<file path="src/rtl/memory_port_arbiter.sv">
// Round-robin arbiter that shares one memory request port among NUM_REQUESTERS clients.
// One transaction is in flight at a time; completion returns as a one-cycle response pulse.
module memory_port_arbiter #(
    parameter int NUM_REQUESTERS = 2,
    parameter int DATA_WIDTH     = 16,
    parameter int ADDRESS_WIDTH  = 3
) (
    input  logic                                    clk_i,
    input  logic                                    reset_i,
    input  logic [NUM_REQUESTERS*ADDRESS_WIDTH-1:0] req_address_i,
    input  logic [NUM_REQUESTERS-1:0]               req_valid_i,
    input  logic [NUM_REQUESTERS-1:0]               req_write_i,
    input  logic [NUM_REQUESTERS*DATA_WIDTH-1:0]    req_write_data_i,
    output logic [NUM_REQUESTERS-1:0]               req_accept_o,
    output logic [NUM_REQUESTERS-1:0]               resp_valid_o,
    output logic [DATA_WIDTH-1:0]                   resp_read_data_o,
    output logic                                    resp_write_done_o,
    output logic                                    busy_o,
    output logic [ADDRESS_WIDTH-1:0]                mem_address_o,
    output logic                                    mem_address_valid_o,
    output logic [DATA_WIDTH-1:0]                   mem_write_data_o,
    output logic                                    mem_write_data_valid_o,
    output logic                                    mem_read_write_select_o,
    input  logic [DATA_WIDTH-1:0]                   mem_read_data_i,
    input  logic                                    mem_read_data_valid_i,
    input  logic                                    mem_write_done_i,
    input  logic                                    mem_port_ready_i
);
    localparam int IDX_W = (NUM_REQUESTERS > 1) ? $clog2(NUM_REQUESTERS) : 1;

    localparam logic [1:0] ST_IDLE    = 2'd0;
    localparam logic [1:0] ST_ISSUE   = 2'd1;
    localparam logic [1:0] ST_WAIT    = 2'd2;
    localparam logic [1:0] ST_RESPOND = 2'd3;

    logic [1:0]               state_reg, state_next;
    logic [IDX_W-1:0]         ptr_reg, ptr_next;
    logic [IDX_W-1:0]         idx_reg;
    logic [IDX_W-1:0]         grant_idx, cand_idx;
    logic                     grant_found;
    logic [ADDRESS_WIDTH-1:0] addr_reg;
    logic                     rw_reg;
    logic [DATA_WIDTH-1:0]    wdata_reg;
    logic [DATA_WIDTH-1:0]    rdata_reg;
    logic                     mem_done;
    logic                     issuing;

    logic [ADDRESS_WIDTH-1:0] req_addr_arr [NUM_REQUESTERS];
    logic [DATA_WIDTH-1:0]    req_data_arr [NUM_REQUESTERS];

    genvar gi;
    generate
        for (gi = 0; gi < NUM_REQUESTERS; gi++) begin : g_req
            assign req_addr_arr[gi] = req_address_i[gi*ADDRESS_WIDTH +: ADDRESS_WIDTH];
            assign req_data_arr[gi] = req_write_data_i[gi*DATA_WIDTH +: DATA_WIDTH];
            assign req_accept_o[gi] = (state_reg == ST_IDLE) && grant_found &&
                                      (grant_idx == IDX_W'(gi));
            assign resp_valid_o[gi] = (state_reg == ST_RESPOND) && (idx_reg == IDX_W'(gi));
        end
    endgenerate

    // Scan from the pointer upward with wrap-around; the first valid requester wins.
    always_comb begin
        grant_found = 1'b0;
        grant_idx   = '0;
        cand_idx    = '0;
        for (int i = 0; i < NUM_REQUESTERS; i++) begin
            if ((int'(ptr_reg) + i) >= NUM_REQUESTERS) begin
                cand_idx = IDX_W'(int'(ptr_reg) + i - NUM_REQUESTERS);
            end else begin
                cand_idx = IDX_W'(int'(ptr_reg) + i);
            end
            if (!grant_found && req_valid_i[cand_idx]) begin
                grant_found = 1'b1;
                grant_idx   = cand_idx;
            end
        end
    end

    assign ptr_next = (grant_idx == IDX_W'(NUM_REQUESTERS - 1)) ? '0 : grant_idx + IDX_W'(1);
    assign mem_done = mem_port_ready_i && (rw_reg ? mem_write_done_i : mem_read_data_valid_i);

    always_comb begin
        state_next = state_reg;
        case (state_reg)
            ST_IDLE:    if (grant_found) state_next = ST_ISSUE;
            ST_ISSUE:   if (mem_port_ready_i) state_next = ST_WAIT;
            ST_WAIT:    if (mem_done) state_next = ST_RESPOND;
            ST_RESPOND: state_next = ST_IDLE;
            default:    state_next = ST_IDLE;
        endcase
    end

    always_ff @(posedge clk_i) begin
        if (reset_i) begin
            state_reg <= ST_IDLE;
            ptr_reg   <= '0;
            idx_reg   <= '0;
            addr_reg  <= '0;
            rw_reg    <= 1'b0;
            wdata_reg <= '0;
            rdata_reg <= '0;
        end else begin
            state_reg <= state_next;
            if (state_reg == ST_IDLE && grant_found) begin
                idx_reg   <= grant_idx;
                addr_reg  <= req_addr_arr[grant_idx];
                rw_reg    <= req_write_i[grant_idx];
                wdata_reg <= req_data_arr[grant_idx];
                ptr_reg   <= ptr_next;
            end
            // Read data is held until the next read completes, so writes leave it alone.
            if (state_reg == ST_WAIT && mem_done && !rw_reg) begin
                rdata_reg <= mem_read_data_i;
            end
        end
    end

    assign issuing                 = (state_reg == ST_ISSUE);
    assign busy_o                  = (state_reg != ST_IDLE);
    assign mem_address_valid_o     = issuing;
    assign mem_address_o           = issuing ? addr_reg : '0;
    assign mem_write_data_o        = issuing ? wdata_reg : '0;
    assign mem_write_data_valid_o  = issuing && rw_reg;
    assign mem_read_write_select_o = issuing && rw_reg;
    assign resp_write_done_o       = (state_reg == ST_RESPOND) && rw_reg;
    assign resp_read_data_o        = rdata_reg;
endmodule

</file>
<file path="config.mk">
export PLATFORM = sky130hd
export DESIGN_NAME = memory_port_arbiter
export DESIGN_NICKNAME = d
export VERILOG_FILES = /design/src/rtl/memory_port_arbiter.sv
export SDC_FILE = /design/constraint.sdc
export NUM_CORES = 1
export LEC_CHECK = 0
export ABC_AREA = 1
export BUFFER_PORTS_ARGS = -buffer_cell sky130_fd_sc_hd__buf_2
export CAP_MARGIN = 30
export CORE_ASPECT_RATIO = 1.4
export CORE_UTILIZATION = 41
export DETAILED_ROUTE_END_ITERATION = 8
export PLACE_DENSITY = 0.8
export SLEW_MARGIN = 20
export SYNTH_ARGS = -nofsm -noshare
export SYNTH_HDL_FRONTEND = slang
export SYNTH_SLANG_ARGS = --single-unit
</file>
<file path="constraint.sdc">
create_clock -name clk_i -period 1.4 [get_ports clk_i]
set_input_delay 0 -clock clk_i [delete_from_list [all_inputs] [get_ports clk_i]]
set_output_delay 0 -clock clk_i [all_outputs]
set_load 0.05 [all_outputs]
</file>
After elaboration in Yosys (flattened, before gate mapping). Index checks and enable logic that the tools add are counted.

Add/subtract/negate cells: 4. Multipliers: 0. Divide/modulo/power cells: 0. $lt $le $gt $ge: 6. Equality and inequality tests: 6. Shifts and indexed selects: 0. Muxes and demuxes: 26. Bitwise gates (word level): 3. Reduce and logical (&&, ||, !) cells: 16.

Operators by type and width (count): $mux W16 (4); $mux W1 (14); $mux W3 (4); $logic_and A1 B1 Y1 (11); $pmux W2 S4 (1); $lt A1 B2 Y1 const B (3); $mux W2 (3); $ne A2 B2 Y1 const B (3); $eq A2 B2 Y1 const B (2); $ge A2 B2 Y1 const B (2); $reduce_and A3 Y1 (1); $add A1 B1 Y2 const B (1); $eq A2 B1 Y1 const B (1); $ge A1 B2 Y1 const B (1); $logic_not A1 Y1 (2); $logic_not A2 Y1 (1); $not A1 Y1 (2); $not A1 Y2 (1); $reduce_bool A2 Y1 (1); $sub A1 B1 Y1 const B (2); $add A1 B1 Y1 const B (1).

Flip-flop bits (word level): 40. Latch bits: 0. RAM bits: 0. Memory bits (read-only): 0. Bits of input ports: 63. Output and inout port bits: 44. Word-level logic and storage cells: 68. Memories kept: 0.

Logic depth before layout (Yosys ltp).
Depth in word-level cells: 12. Gate-level depth with buffers: 10. Mapped depth without buffers: 9.

Worst setup path after synthesis. OpenSTA, ideal clock, no wires.

Kind: reg2out. Start point: register state_reg[1]. End point: output mem_write_data_valid_o. Arrival time: 1.888 ns. Required time: 1.400 ns. Path slack: -0.488 ns. Cell stages (with the launch flop): 7. Buffers on the path: 2. Cell sequence: dfxtp_1 -> inv_1 -> ha_1 -> clkbuf_1 -> nand2_1 -> inv_1 -> buf_4.

Longest elaborated chain between the ends: 2.

Ends and longest elaborated chain: from (decl) (line 36) `logic [1:0] state_reg, state_next;`; from (signal assigned) (line 104) `state_reg <= state_next;`; $eq A2 B1 Y1 (line 119) `assign issuing = (state_reg == ST_ISSUE);`; named net mem_address_valid_o (line 20) `output logic mem_address_valid_o,`; $logic_and A1 B1 Y1; to (decl) (line 22) `output logic mem_write_data_valid_o,`.

The timed path passes the listed nets, and every way through them passes these cells.

Final worst setup path.
Start point: register state_reg[0]. End point: output mem_address_o[1].

Longest elaborated chain between the ends: 2.

Ends and longest elaborated chain: $eq A2 B1 Y1 (line 119); $mux W3 (line 122) `assign mem_address_o = issuing ? addr_reg : '0;`; to (decl) (line 19) `output logic [ADDRESS_WIDTH-1:0] mem_address_o,`.

No other way between the ends.

==> run summary <==
TNS Setup: -168.8 ps
Net Count, Synth: 394
Chip Width: 61.92 um
Via density per instance: 4.613
Worst vdd ir: 861.5 uV
Htree depth: 2
Area share of the largest cell type after synthesis: 38.86%
Synth-to-layout area growth: 69.22%
Worst path cell trace: buf_6 -> ha_4 -> clkbuf_16 -> nand2_2 -> inv_2 -> buf_8
Worst Setup Slack, final: -31.53 ps
Hold Path Class: in -> reg
Commonest non-fill, non-tap cell in the layout: buf_2
Worst EP arrival: 1430 ps
Vias: 2,408
Hold Path Origin: mem_read_data_i[15]
CTS tree: yes
Max stage delay cell, worst path: dfxtp_2
Die ar.: 5318 um2
Remaining global-route overflow: 0
PwrDens: 1735 nW/um2
Synth top area cells: dfxtp_1, nand2_1, inv_1, nor2_1, a21oi_1
Gr usage total: 22.48%
Cell area after synthesis: 2061 um2
Worst path bufs/invs: 4
Ant diodes: 0
Setup Crit Path Kind: reg -> out
Setup violators final: 12
Hold Path Sink: resp_read_data_o[15]
Leading area contributor after synthesis: dfxtp_1
Fin cells: 522
Die height: 85.89 um
Nets: 524
Hold depth: 3
Outcome: finished with violations
Final worst-path cycle share: 102.3%
First-pass GRT wire length: 9025 um
Most frequent cells in the layout: buf_2, nand2_1, inv_1, nor2_1, dfxtp_1
CTS clk-pin slew, worst paths: 80 ps
CTS Buf Count: 5
CP startpoint: state_reg[0]
Skew final: 6.261 ps
Pin count of the biggest net entering global routing: 33
Starting DRT DRC Count: 132
Ports: 107
Port bufs: 106
Worst r2r src: state_reg[1]
Length in cells of the worst reg-to-reg path: 10
FF-to-FF End: wdata_reg[9]
Drt first pass iters: 4
Worst EP required: 1400 ps
Root Buffer: clkbuf_8
Clock buffer depth: 2
Vias in the first global route: 2,175
Flip-flop and latch count after synthesis: 40
Core ar.: 4842 um2
Min cycle time layout: 1432 ps
Hold Vio Cnt, Final: 0
Post-synth top flop: dfxtp_1
CTS sink cnt: 40
DP HPWL: 3713 um
Crit. End Element: output pin
Crit Path Max Fanout: 7
Crit start category: flip-flop
Worst slack, placed: 32.00 ps
DR WL/cell: 12.79 um
R2R setup slack: -30 ps
Dpl cells: 490
CP max stage delay: 350 ps
Yosys warnings: 0
Count of flip-flops with a built-in enable after synthesis: 0
CP top delay family: buffers and inverters
Asr flop ratio synth: 0%
Layout cells sized above 1: 43.45%
Reg power frac: 25.5%
DRC Markers: 0
Worst-Margin Slew: 505.3 ps
Max Clock Freq: 0.6986 GHz
Total Wirelength: 6678 um
Initial Util: 42.56%
Gate count after technology mapping: 327
Max-cap viol count: 0
ANT nets after route: 0
Slew headroom: 66.28%
Failing checks: negative setup slack
Sw Share: 42.67%
Yosys cell types: 21
Gpl congestion: 0.6886
Final Slew Violations: 0
Initial antenna violation count: 0
Final Power: 0.006050 W
Cell Rows: 30
Worst-Skew Late Latency: 290 ps
Clock share of power: 17.1%
Pint: 0.003469 W
RSZ-0062 raised after global routing: yes
Pleak: 1.889 nW
Mean area per synthesized cell: 6.302 um2
Sw power: 0.002581 W
Sequential-to-total area share from yosys stat: 38.86%
Logic pwr share: 57.4%
-- cells by family (layout without fill, tap and decap cells) --
logic type               Yosys count  in the layout  share of synthesized area [%]
adder cells (fa/ha/maj)            4              4                          2.429
flip-flops                        40             40                          38.86
buffers and inverters             87            218                          17.00
AND/OR/NAND/NOR                  158            158                          32.36
AO/OA/AOI/OAI                     38             38                          9.350
-- what timing repair did --
action | 4_1_cts | 5_1_grt
endpoints found under the hold margin | 12 | 1
resized for setup | 39 | 84
setup buffers | 4 | 2
hold buffers | 12 | 1
pin swaps | 0 | 9
endpoints found under the setup margin | 16 | 62
gates cloned | 1 | 4
-- stage by stage --
stage	util (%)	instance area [um2]	hold slack [ps]
2_1_floorplan	-	2126	175.0
3_3_place_gp	56.36	2729	273.2
3_5_place_dp	56.36	2729	279.4
4_1_cts	65.84	3188	0.1713
5_1_grt	72.02	3487	12.23
6_report	72.02	3487	7.860
-- routing by layer --
layer | share of wire (%) | track usage (%)
met3 | 7.0 | 5.279
met4 | 3.2 | 5.051
met5 | 0 | 0
met1 | 35 | 23.11
met2 | 54 | 43.40
-- tightest hold or removal path: cells and delay by family --
family | cells | cell delay (ps)
AOI/OAI and AO/OA | 2 | 180
buffers and inverters | 1 | 70
-- power groups by stage --
stage	registers, W	logic (W)	clock network [W]
after CTS	0.00150	0.00292	0.00105
after detailed placement	0.00152	0.00250	0
after global routing	0.00157	0.00374	0.00109
after global placement	0.00151	0.00243	0
after floorplan	0.00167	0.00177	0
final	0.00154	0.00347	0.00103
-- cell usage after synthesis (2+ instances only) --
| cell type | count |
|---|---|
| clkbuf_1 | 7 |
| inv_1 | 70 |
| buf_4 | 3 |
| nand3_1 | 8 |
| nor2_2 | 8 |
| buf_2 | 4 |
| nand2_1 | 89 |
| a21oi_1 | 21 |
| ha_1 | 4 |
| dfxtp_1 | 40 |
| nor2_4 | 2 |
| inv_2 | 2 |
| o21ai_0 | 15 |
| nor2_1 | 47 |
-- cell type report --
class	count	area, um2
clock buffers	7	96.34
clock inverters	1	30.03
fillers	357	1355
inverters	72	287.8
multi-input cells	200	1016
flip-flops and latches	40	805.8
well taps	64	80.08
repair buffers	138	1171
-- worst max path at each step --
| stage | slack, ps | depth (start not counted) | to |
|---|---|---|---|
| 2_1_floorplan | 7 | 6 | mem_write_data_valid_o |
| 3_3_place_gp | 90 | 6 | resp_read_data_o[7] |
| 3_5_place_dp | 30 | 6 | resp_read_data_o[2] |
| 4_1_cts | -20 | 6 | req_accept_o[1] |
| 5_1_grt | -160 | 10 | wdata_reg[9] |
| 6_report | -30 | 6 | mem_address_o[1] |
No activity file was read; power rests on OpenSTA's default activity.
